==> src/rtl/millis_timer_irq.sv <==
// Memory-mapped millisecond timer: exposes the live count, matches it against a
// one-shot or periodic COMPARE value and holds a level interrupt until W1C.
module millis_timer_irq #(
  parameter logic [31:0] CMP_RESET    = 32'hFFFF_FFFF,
  parameter logic [31:0] PERIOD_RESET = 32'd1
) (
  input  logic        clk_25_mhz,
  input  logic        rst,
  input  logic [31:0] millis,
  input  logic        sel,
  input  logic [3:0]  addr,
  input  logic        we,
  input  logic [31:0] wdata,
  output logic [31:0] rdata,
  output logic        irq
);

  localparam logic [1:0] A_MILLIS  = 2'd0;
  localparam logic [1:0] A_COMPARE = 2'd1;
  localparam logic [1:0] A_PERIOD  = 2'd2;
  localparam logic [1:0] A_CTRL    = 2'd3;

  logic [31:0] millis_q;
  logic [31:0] compare;
  logic [31:0] period;
  logic        en;
  logic        periodic;
  logic        pending;

  logic        wr;
  logic [1:0]  reg_sel;
  logic        tick;
  logic        match;
  logic        unused_addr_lsbs;

  assign reg_sel          = addr[3:2];
  assign unused_addr_lsbs = ^addr[1:0];
  assign wr               = sel & we;
  assign tick             = (millis != millis_q);
  // Equality only: a compare value already passed waits for the 2^32 wrap.
  assign match            = en & tick & (millis == compare);

  always_ff @(posedge clk_25_mhz or posedge rst) begin
    if (rst) begin
      millis_q <= '0;
      compare  <= CMP_RESET;
      period   <= PERIOD_RESET;
      en       <= 1'b0;
      periodic <= 1'b0;
      pending  <= 1'b0;
    end else begin
      millis_q <= millis;

      // Software writes take priority over the automatic reload / one-shot clear.
      if (wr && reg_sel == A_COMPARE)
        compare <= wdata;
      else if (match && periodic)
        compare <= compare + period;

      if (wr && reg_sel == A_PERIOD)
        period <= wdata;

      if (wr && reg_sel == A_CTRL) begin
        en       <= wdata[0];
        periodic <= wdata[1];
      end else if (match && !periodic) begin
        en <= 1'b0;
      end

      // A match in the same cycle as W1C keeps the event visible.
      if (match)
        pending <= 1'b1;
      else if (wr && reg_sel == A_CTRL && wdata[2])
        pending <= 1'b0;
    end
  end

  always_comb begin
    rdata = '0;
    if (sel) begin
      case (reg_sel)
        A_MILLIS:  rdata = millis;
        A_COMPARE: rdata = compare;
        A_PERIOD:  rdata = period;
        A_CTRL:    rdata = {29'd0, pending, periodic, en};
        default:   rdata = '0;
      endcase
    end
  end

  assign irq = pending;

endmodule
==> config.mk <==
export PLATFORM = sky130hd
export DESIGN_NAME = millis_timer_irq
export DESIGN_NICKNAME = d
export VERILOG_FILES = /design/src/rtl/millis_timer_irq.sv
export SDC_FILE = /design/constraint.sdc
export NUM_CORES = 1
export LEC_CHECK = 0
export ABC_CLOCK_PERIOD_IN_PS = 3200
export CORE_MARGIN = 4
export CORE_UTILIZATION = 37
export DETAILED_ROUTE_END_ITERATION = 8
export DONT_BUFFER_PORTS = 1
export SLEW_MARGIN = 20
export SYNTH_ARGS = -nofsm -noshare
export SYNTH_HDL_FRONTEND = slang
export SYNTH_SLANG_ARGS = --single-unit
==> constraint.sdc <==
create_clock -name clk_25_mhz -period 3.2 [get_ports clk_25_mhz]
set_clock_uncertainty 0.1 [all_clocks]
set_input_delay 0.8 -clock clk_25_mhz [delete_from_list [all_inputs] [get_ports clk_25_mhz]]
set_output_delay 0.8 -clock clk_25_mhz [all_outputs]
set_load 0.1 [all_outputs]
Word-level counts from Yosys, hierarchy flattened
Index checks and enable logic that the tools add are counted.
{"block": "word_totals", "reg_bits": 99, "word_cells": 34}
{"block": "classes", "addsub": 1, "n_eq_ne": 5, "mux": 8, "n_bitwise": 3, "n_reduce_logical": 11}
{"operator": "32-bit one-hot mux with 4 select lines", "n": 1}
{"operator": "32-bit two-way mux", "n": 3}
{"operator": "32-bit adder", "n": 1}
{"operator": "32-bit equality test", "n": 1}
{"operator": "32-bit inequality test", "n": 1}
{"operator": "1-bit logical AND", "n": 6}
{"operator": "2-bit nonzero test", "n": 3}
{"operator": "2-bit equality test, second input constant", "n": 2}
{"operator": "1-bit two-way mux", "n": 4}
{"operator": "1-bit bitwise AND", "n": 3}
{"operator": "2-bit by 1-bit equality test with 1-bit output, second input constant", "n": 1}
{"operator": "2-bit zero test", "n": 1}
{"operator": "1-bit zero test", "n": 1}

Longest topological paths before layout
{"block": "depth", "depth_word": 6, "ltp_mapped": 11, "mapped_depth_nobuf": 11}

Least setup slack after synthesis
OpenSTA, ideal clock, no wires.
{"block": "synth_path", "path_kind": "input to output", "from": "input port addr[3]", "to": "output port rdata[21]", "t_arrival_ps": 2670, "t_required_ps": 2300, "setup_slack_ps": -370, "path_stages": 7, "path_buffers": 3, "path_cell_list": "clkbuf_1 > nor2b_1 > clkbuf_1 > clkbuf_1 > nand2_1 > o21ai_0 > and2_1"}
{"block": "synth_via", "elab_chain_cells": 3, "word_cells_on_any_way": 6, "classes_between": "3 x eq/ne; 2 x mux; 1 x reduce/logical"}
{"item": "from (decl)", "line": "11", "source": "input logic [3:0] addr,"}
{"item": "2-bit equality test (tied with other cells)", "line": "81", "source": "case (reg_sel)"}
{"item": "32-bit one-hot mux with 4 select lines (*)", "line": "81"}
{"item": "32-bit two-way mux (*)", "line": "80", "source": "if (sel) begin"}
{"item": "to (decl)", "line": "14", "source": "output logic [31:0] rdata,"}
Mark *: on every way between the ends. The rest lies on a longest branch, timed or not.

Worst setup path in the final report
{"block": "layout_path", "from": "register compare[0]", "to": "register compare[26]"}
{"block": "layout_via", "elab_chain_cells": 4, "word_cells_on_any_way": 7, "classes_between": "1 x add/sub; 1 x eq/ne; 2 x mux; 1 x bitwise; 2 x reduce/logical"}
{"item": "from (decl)", "line": "24", "source": "logic [31:0] compare;"}
{"item": "from (signal assigned)", "line": "56", "source": "compare <= wdata;"}
{"item": "from (signal assigned)", "line": "58", "source": "compare <= compare + period;"}
{"item": "parallel branches: the longest is 4 deep, another holds 32-bit adder"}
Parallel ways; which one is timed is not known. The select of a mux whose other input is x is not followed.
A chain may end at the register's enable or synchronous reset.

==> metrics.txt <==
Seq. cell area 0.002519 sq mm; Fillers 1750; Leakage approximately 3.4 nW; fin worst setup slack 128.1 ps; CP Data Required Time roughly 3400 ps; Die Area 0.02060 sq mm; endpoints failing hold 0; TritonCTS clock tree done; Clk pin slew, worst setup/hold paths approximately 70 ps; area of the multi-input gates 0.004205 sq mm; H-Tree Depth 3; largest net degree at the start of global routing 65; Seq/Total Area, Yosys 37.06%; RSZ-0062 raised after global routing false; initial antenna violation count 0; Overflow after GRT 0; Initial DRT Pass Iterations 5; GRT Util Overall approximately a fifth; vias per cell approximately 5.8; layout cells sized above 1 a little under a quarter; clk_lat worst skew 360 ps; core area around 0.018 sq mm; CP arrival 3250 ps; part of the power in registers between 30% and 40%; critical path peak fanout 4; first-pass GRT wire length between 30000 and 40000 um; Comb power frac between 40 and 50%; Starting Density a little under two fifths; hold slack roughly 350 ps; die width ~140 um; FP Rows about 50; sw power ~0.0020 W; setup violators final 0; Detailed Route WL 20680 um; status finished clean; P per Cell Area 630.5 mW/mm^2; share of async-settable or async-resettable flops after synthesis 100.0%; Worst Tran Pin Value 779.4 ps; max_slew headroom between 40% and 50%; dpl cells 942; max-slew violation count 0; Cells after Synth 700; vias in the first global route ~5800; post-synth cell types 58; final net count a little over 800; mean area per synthesized cell roughly 9.7 sq um; max frequency 0.3255 GHz; Post-Syn Area ~0.0068 sq mm; Sink Count 99; via count 5565; Ys Warns 0; Area Growth Syn to Fin 16.98%; num ports 105; routed len/inst about 22 um; Post-synth EDFFs 0; Hold Path Class primary input to asynchronous set/reset pin; DRC 0; post-place setup slack slightly above 70 ps; min cycle time layout approximately 3100 ps; endpoint class of the critical path register; GP Congestion 1.012; Clock Power Share about a fifth; Synth area leaders dfrtp_1, dfstp_2, mux2i_1, ha_1, xnor2_1; crit path launch type register; CP Class register to register; ys flop type dfrtp_1; P_int around 0.003 W; maximum VDD drop between 0.4 and 0.5 mV; # hold bufs at CTS 0; DRT antenna net count 0; Chip Height 143.5 um; switching share of power ~40%; port bufs 0; Iter 0 DRT Violations 437; cts bufs inserted 9; synthesized net count approximately 800; Yosys reg bits about 100; Yosys top cell area share 24.30%; CTS root buf clkbuf_16; Synth area leader dfrtp_1; fin crit share 96.00%; deepest clock path buffer count 2; Finished Layout Cells around 960; hpwl dp about 16000 um; max-cap viol count 0; R2R depth 10
[power by group through the flow]
stage | registers, W | logic, W | clock network (W)
final | 0.00172 | 0.00224 | 0.00105
after global routing | 0.00175 | 0.00243 | 0.00113
after CTS | 0.00172 | 0.00218 | 0.00108
after detailed placement | 0.00174 | 0.00216 | 0
after global placement | 0.00173 | 0.00211 | 0
after floorplan | 0.00167 | 0.00171 | 0
[cells by family after synthesis]
group | after synthesis | synth area share, %
AOI/OAI and AO/OA | 167 | 15.72
muxes | 86 | 13.79
xor gates and xnor gates | 84 | 10.83
DFF | 99 | 37.06
and+or+nand+nor | 192 | 14.33
buffers and inverters | 40 | 2.265
adders and majority gates | 32 | 6.003
[state kept, by name (all words and copies together) (netlist names)]
name,cells
compare,32
en,1
irq,1
millis_q,32
period,32
periodic,1
[layout by cell type, fill, tap and decap left out, types with 22 or more instances in the layout]
cell / n
xor2_1: 41
a21oi_1: 27
o21ai_0: 47
mux2i_1: 52
buf_4: 23
ha_1: 30
dfrtp_1: 66
o21ai_1: 26
buf_12: 22
mux2_2: 31
dfstp_2: 33
nand2_1: 66
nor2_1: 25
xnor2_1: 43
[worst max-delay path, cell delays in order (launching register included)]
cell and delay, ps:
dfstp_2 390, ha_1 250, fa_2 380, a21oi_2 190, o211ai_1 160, a311o_1 400, o21ai_2 190, a31oi_1 130
or4_1 420, a41o_1 230, a21oi_1 140
[cells in the mapped netlist (6+ instances only)]
cell	count
a31oi_1	7
and3_1	6
nand4_1	15
dfstp_2	33
dfrtp_1	66
o21ai_0	47
nand3_1	11
nand2_1	66
a21o_1	21
inv_1	10
ha_1	31
nor2_1	26
a21oi_1	28
mux2i_1	52
xnor2_1	43
clkbuf_1	23
nor4_1	10
mux2_2	31
and2_1	35
o21ai_1	27
xor2_1	41
a211oi_1	7
[final timing paths]
kind / from / end / slack [ps]
max in group asynchronous: rst / compare[15] / 1840
hold reg to reg: period[0] / period[0] / 410
setup reg to reg: compare[0] / compare[26] / 130
hold / removal: rst / millis_q[18] / 350
setup / recovery: compare[0] / compare[26] / 130
min in group clk_25_mhz: millis[24] / millis_q[24] / 370
[final cells by class]
cell class | instances | share of cell area, %
multi-input cells | 561 | 52.90
well taps | 229 | 3.605
repair buffers | 45 | 7.713
flip-flops and latches | 99 | 31.69
diodes | 1 | 0.03148
clock inverters | 4 | 0.3148
clock buffers | 12 | 3.227
inverters | 10 | 0.5194
[through the flow]
step	utilization, %	setup TNS (ps)	power [W]	instance area (sq um)
after CTS	43.84	0	0.004979	7903
after floorplan	-	-81.31	0.003372	6848
after global placement	42.28	0	0.003836	7621
after global routing	44.09	0	0.005309	7946
after detailed placement	42.28	0	0.003901	7621
final	44.10	0	0.005012	7949
[routing by layer]
metal	up-vias	track usage, %	routed length [um]
met1	2727	25.47	8358
met2	214	33.42	9736
met5	-	0	0
met4	0	7.978	780
met3	47	6.822	1803
li1	2577	-	-
[repair_timing]
| action | CTS | global route |
|---|---|---|
| endpoints found under the setup margin | 0 | 7 |
| gates resized for setup | 0 | 6 |
| setup buffers | 0 | 2 |
Power figures use the tool's default switching activity.
